**src/rtl/input_debouncer.sv**
```systemverilog
// input_debouncer: two-flop synchronizer plus stability counter producing a clean level and rise/fall pulses
module input_debouncer #(
  parameter int STABLE_CYCLES = 4,
  parameter int CNT_W = $clog2(STABLE_CYCLES + 1)
) (
  input  logic clk,
  input  logic rst,
  input  logic din_raw,
  output logic level,
  output logic rise,
  output logic fall,
  output logic busy
);
  localparam logic [CNT_W-1:0] LAST = CNT_W'(STABLE_CYCLES - 1);
  logic s1, s2, accept;
  logic [CNT_W-1:0] cnt, cnt_nxt;
  // accept once the differing sample has been seen STABLE_CYCLES times in a row
  always_comb begin
    accept  = (s2 != level) && (cnt == LAST);
    cnt_nxt = (s2 == level || accept) ? '0 : cnt + 1'b1;
  end
  // synchronizer, counter, debounced level and edge pulses
  always_ff @(posedge clk) begin
    if (rst) begin
      s1    <= 1'b0;
      s2    <= 1'b0;
      cnt   <= '0;
      level <= 1'b0;
      rise  <= 1'b0;
      fall  <= 1'b0;
      busy  <= 1'b0;
    end else begin
      s1    <= din_raw;
      s2    <= s1;
      cnt   <= cnt_nxt;
      level <= accept ? s2 : level;
      rise  <= accept & s2;
      fall  <= accept & ~s2;
      busy  <= cnt_nxt != '0;
    end
  end
endmodule

```
**config.mk**
```make
export PLATFORM = sky130hd
export DESIGN_NAME = input_debouncer
export DESIGN_NICKNAME = d
export VERILOG_FILES = /design/src/rtl/input_debouncer.sv
export SDC_FILE = /design/constraint.sdc
export NUM_CORES = 1
export LEC_CHECK = 0
export ABC_AREA = 1
export CAP_MARGIN = 20
export CORE_AREA = 2 2 39 41
export DETAILED_ROUTE_END_ITERATION = 7
export DIE_AREA = 0 0 41 43
export PLACE_DENSITY_LB_ADDON = 0.08
export SKIP_LAST_GASP = 1
export SYNTH_ARGS = -nofsm -noshare
export SYNTH_HDL_FRONTEND = slang
export SYNTH_SLANG_ARGS = --single-unit
export TNS_END_PERCENT = 1
```
**constraint.sdc**
```tcl
create_clock -name clk -period 1.93 [get_ports clk]
set_input_delay 0.386 -clock clk [delete_from_list [all_inputs] [get_ports clk]]
set_output_delay 0.386 -clock clk [all_outputs]
set_load 0.02 [all_outputs]
```
== Word-level counts from Yosys, hierarchy flattened ==
Cells that the tools add are included.
Operators by class
  muxes and demuxes: 1
  reductions and logical operators: 3
  add/sub/neg operators: 1
  bitwise logic cells: 3
  eq/ne operators: 3
Operator list (number)
  $add 3x1->3 const B: 1
  $eq 3x2->1 const B: 1
  $mux 3: 1
  $reduce_bool 3->1: 1
  $and 1x1->1: 2
  $eq 1x1->1: 1
  $logic_and 1x1->1: 1
  $logic_or 1x1->1: 1
  $ne 1x1->1: 1
  $not 1->1: 1
Word-level totals
  register bits: 9
  output and inout port bits: 4
  word-level logic and storage cells: 18
  input port bits: 3

== Logic depth before layout (Yosys ltp) ==
Gate-level depths: netlist (run 1).
  word-level depth: 5
  gate-level depth with buffers: 5
  mapped depth without buffers: 5

== Worst setup path before layout (run 1) ==
OpenSTA, ideal clock, no wires.
  path kind: register to register
  from: reg cnt[0]
  to: reg busy
  setup slack: 0.875 ns
  required time: 1.868 ns
  path buffers: 0
  cell stages (with the launch flop): 6
  clock period less this slack: 1.055 ns
  library setup time: 0.062 ns
  arrival: 0.994 ns
  path through: dfxtp_1 ha_1 ha_1 nor2_1 nand3_1 nand3_1
On the way
  longest elaborated chain between the ends: 5
  elaborated cells on any way between the ends: 6
  classes of those cells: add/sub: 1; eq/ne: 1; mux: 1; reduce/logical: 3
RTL lines
  start, declared: line 16  | logic [CNT_W-1:0] cnt, cnt_nxt;
  start signal, assigned: line 35  | cnt <= cnt_nxt;
  branches (longest 3 deep; another with $add 3x1->3)
  $mux 3 (*): line 20  | cnt_nxt = (s2 == level || accept) ? '0 : cnt + 1'b1;
  $reduce_bool 3->1 (*): line 39  | busy <= cnt_nxt != '0;
  end signal, assigned: line 31  | busy <= 1'b0;
  end signal, assigned: line 39
  end, declared: line 12  | output logic busy
Every way passes the cells marked *.
A chain may end at the register's enable or synchronous reset.

== Worst setup path in the final report (run 1) ==
  from: reg level
  to: out level
RTL lines
  start, declared: line 9  | output logic level,
  start signal, assigned: line 36  | level <= accept ? s2 : level;
No word-level cell between the ends.

==> flow_metrics.env, run 1 <==
export IMPL_antenna_cells=0
export IMPL_finalMaxSlewViolations=0
export IMPL_postCtsHoldBufs=0
export IMPL_syn_num_nets=43
export IMPL_critical_path_max_fanout=4
export IMPL_final_nets=53
export IMPL_setup_viol=0
export IMPL_rows=14
export IMPL_fill_cells=152
export IMPL_cts_setup_buffers=0
export IMPL_max_slew_margin=0.7897
export IMPL_grt_pass1_vias=232
export IMPL_routed_top_layer="met4"
export IMPL_required_ns=1.54
export IMPL_syn_area_um2=335.3
export IMPL_wl_per_cell_um=7.619
export IMPL_crit_chain="clkdlybuf4s50_1"
export IMPL_cts_tree="yes"
export IMPL_dpl_hpwl_um=382.1
export IMPL_wl_met2_um=224
export IMPL_cp_num_buf_inv=1
export IMPL_yosys_cell_types_count=11
export IMPL_syn_instance_count=38
export IMPL_port_buffers=6
export IMPL_clock_latency_ns=0.26
export IMPL_synth_seq_cells=9
export IMPL_drc=0
export IMPL_worst_pin_slew_ns=0.3145
export IMPL_root_buffer="clkbuf_4"
export IMPL_cts_repair_resize_count=0
export IMPL_grt_max_degree=9
export IMPL_fin_util=0.3110
export IMPL_die_h_um=43
export IMPL_min_period_over_period=0.8524
export IMPL_crit_arrival_ns=1.26
export IMPL_avgSynthCellArea_um2=8.824
export IMPL_first_pass_iters=3
export IMPL_layout_commonest_cell="inv_1"
export IMPL_drt_wl_total_um=480
export IMPL_cap_viol_max_count=0
export IMPL_yosys_warnings=0
export IMPL_wl_met1_um=207
export IMPL_tns_ns=0
export IMPL_ys_seq_area_frac=0.5373
export IMPL_core_area_um2=1384
export IMPL_die_area_um2=1763
export IMPL_leakagePower_nw=0.1971
export IMPL_fmax_mhz=607.8
export IMPL_cts_made_buffers=3
export IMPL_final_cell_mix="10 x inv_1, 9 x dfxtp_1, 6 x clkdlybuf4s50_1"
export IMPL_wl_met3_um=28
export IMPL_drive_above_1_share=0.1064
export IMPL_viasPerCell=4.127
export IMPL_via_count=260
export IMPL_antenna_found_initial=0
export IMPL_clock_path_buffers=2
export IMPL_grt_overflow_total=0
export IMPL_grt_util_all_layers=0.07940
export IMPL_critical_path_class="flip-flop to output pin"
export IMPL_start_util=0.2423
export IMPL_post_route_min_period_ns=1.645
export IMPL_cp_top_family="buffers and inverters"
export IMPL_hold_viol_final=0
export IMPL_cp_end_kind="output pin"
export IMPL_rsz0062_at_grt="no"
export IMPL_die_w_um=41
export IMPL_drtIter0Drc=4
export IMPL_start_kind="flip-flop"
export IMPL_syn_to_final_growth_pct=28.36
export IMPL_min_path_type="flip-flop to flip-flop"
export IMPL_cts_sinks=9
export IMPL_design_portCount=7
export IMPL_place_gp_congestion=0.7785
export IMPL_power_density_nw_per_um2=816.9
export IMPL_grt_pass1_wl_um=903
export IMPL_cp_slowest_cell="clkdlybuf4s50_1"
export IMPL_drtAntennaViolNets=0
export IMPL_status="completed"
export IMPL_irDropWorstVdd_uv=275.8
export IMPL_cp_slowest_stage_delay_ns=0.62
export IMPL_fin_skew_ns=0.01012
export IMPL_htree_levels=1
export IMPL_path_clk_slew_ns=0.07
final timing paths:
| path | from | depth (start not counted) | endpoint | slack [ns] |
|---|---|---|---|---|
| min | s1$_SDFF_PP0_ | 2 | s2$_SDFF_PP0_ | 0.40 |
| max reg2reg | cnt[0]$_SDFF_PP0_ | 5 | busy$_SDFF_PP0_ | 0.79 |
| max | level$_SDFFE_PP0P_ | 1 | level | 0.28 |
| min reg2reg | s1$_SDFF_PP0_ | 2 | s2$_SDFF_PP0_ | 0.40 |
layer usage:
| metal | GRT usage | vias up |
|---|---|---|
| li1 | - | 131 |
| met1 | 0.09032 | 119 |
| met2 | 0.1125 | 8 |
| met3 | 0.03141 | 2 |
| met4 | 0.06000 | 0 |
| met5 | 0 | - |
registers in the layout, indices dropped and copies added (netlist names):
register	count
level	1
s2	1
rise	1
fall	1
s1	1
cnt	3
busy	1
report_power, final:
group          internal (mW)  switching, mW  total, mW
Combinational        0.00707        0.00773     0.0148
Sequential             0.189        0.00118      0.190
Clock                 0.0797         0.0670      0.147
per-stage QoR:
step | hold WS (ns) | total power, mW | cell area [µm²] | std cells | setup WS [ns]
floorplan | 0.3883 | 0.2049 | 335.3 | 38 | 0.8745
global placement | 0.3947 | 0.2091 | 404.1 | 59 | 0.5022
detailed placement | 0.3954 | 0.2094 | 404.1 | 59 | 0.4981
CTS | 0.4065 | 0.3590 | 430.4 | 63 | 0.2651
global route | 0.4245 | 0.3720 | 430.4 | 63 | 0.2310
finish | 0.4042 | 0.3516 | 430.4 | 63 | 0.2848
tightest hold or removal path, delay by kind of cell (launching register included):
kind | cells | cell delay [ns]
DFF | 1 | 0.30
and+or+nand+nor | 1 | 0.03
buffers and inverters | 1 | 0.04
logic make-up after synthesis:
group,count (synthesis),share of synthesized area
flip-flops,9,0.5373
buffers and inverters,11,0.1455
AO/OA/AOI/OAI,1,0.02240
adder cells (fa/ha/maj),2,0.07461
AND/OR/NAND/NOR,15,0.2202
area by class of cell:
type	count	area, µm²	area share
clock buffers	4	26.28	0.06105
inverters	10	37.54	0.08721
multi-input cells	18	106.4	0.2471
flip-flops and latches	9	180.2	0.4186
well taps	16	20.02	0.04651
repair buffers	6	60.06	0.1395
cell usage after synthesis:
| library cell | count | area (µm²) |
|---|---|---|
| nand3_1 | 4 | 20.02 |
| dfxtp_1 | 9 | 180.2 |
| nor2_1 | 5 | 18.77 |
| nand2_2 | 1 | 6.260 |
| a211oi_1 | 1 | 7.510 |
| inv_1 | 10 | 37.54 |
| ha_1 | 2 | 25.02 |
| nor3_1 | 2 | 10.01 |
| buf_6 | 1 | 11.26 |
| nor2_4 | 1 | 11.26 |
| nand2_1 | 2 | 7.510 |
(Power assumes the default switching activity.)
==> run 2, diff against run 1 <==
--- a/config.mk
+++ b/config.mk
@@ -10,6 +10,7 @@
 export CORE_AREA = 2 2 39 41
 export DETAILED_ROUTE_END_ITERATION = 7
 export DIE_AREA = 0 0 41 43
+export GPL_ROUTABILITY_DRIVEN = 1
 export PLACE_DENSITY_LB_ADDON = 0.08
 export SKIP_LAST_GASP = 1
 export SYNTH_ARGS = -nofsm -noshare
==> results of run 2 <==
The final DEF is identical to that of run 1; final timing and power are the same.
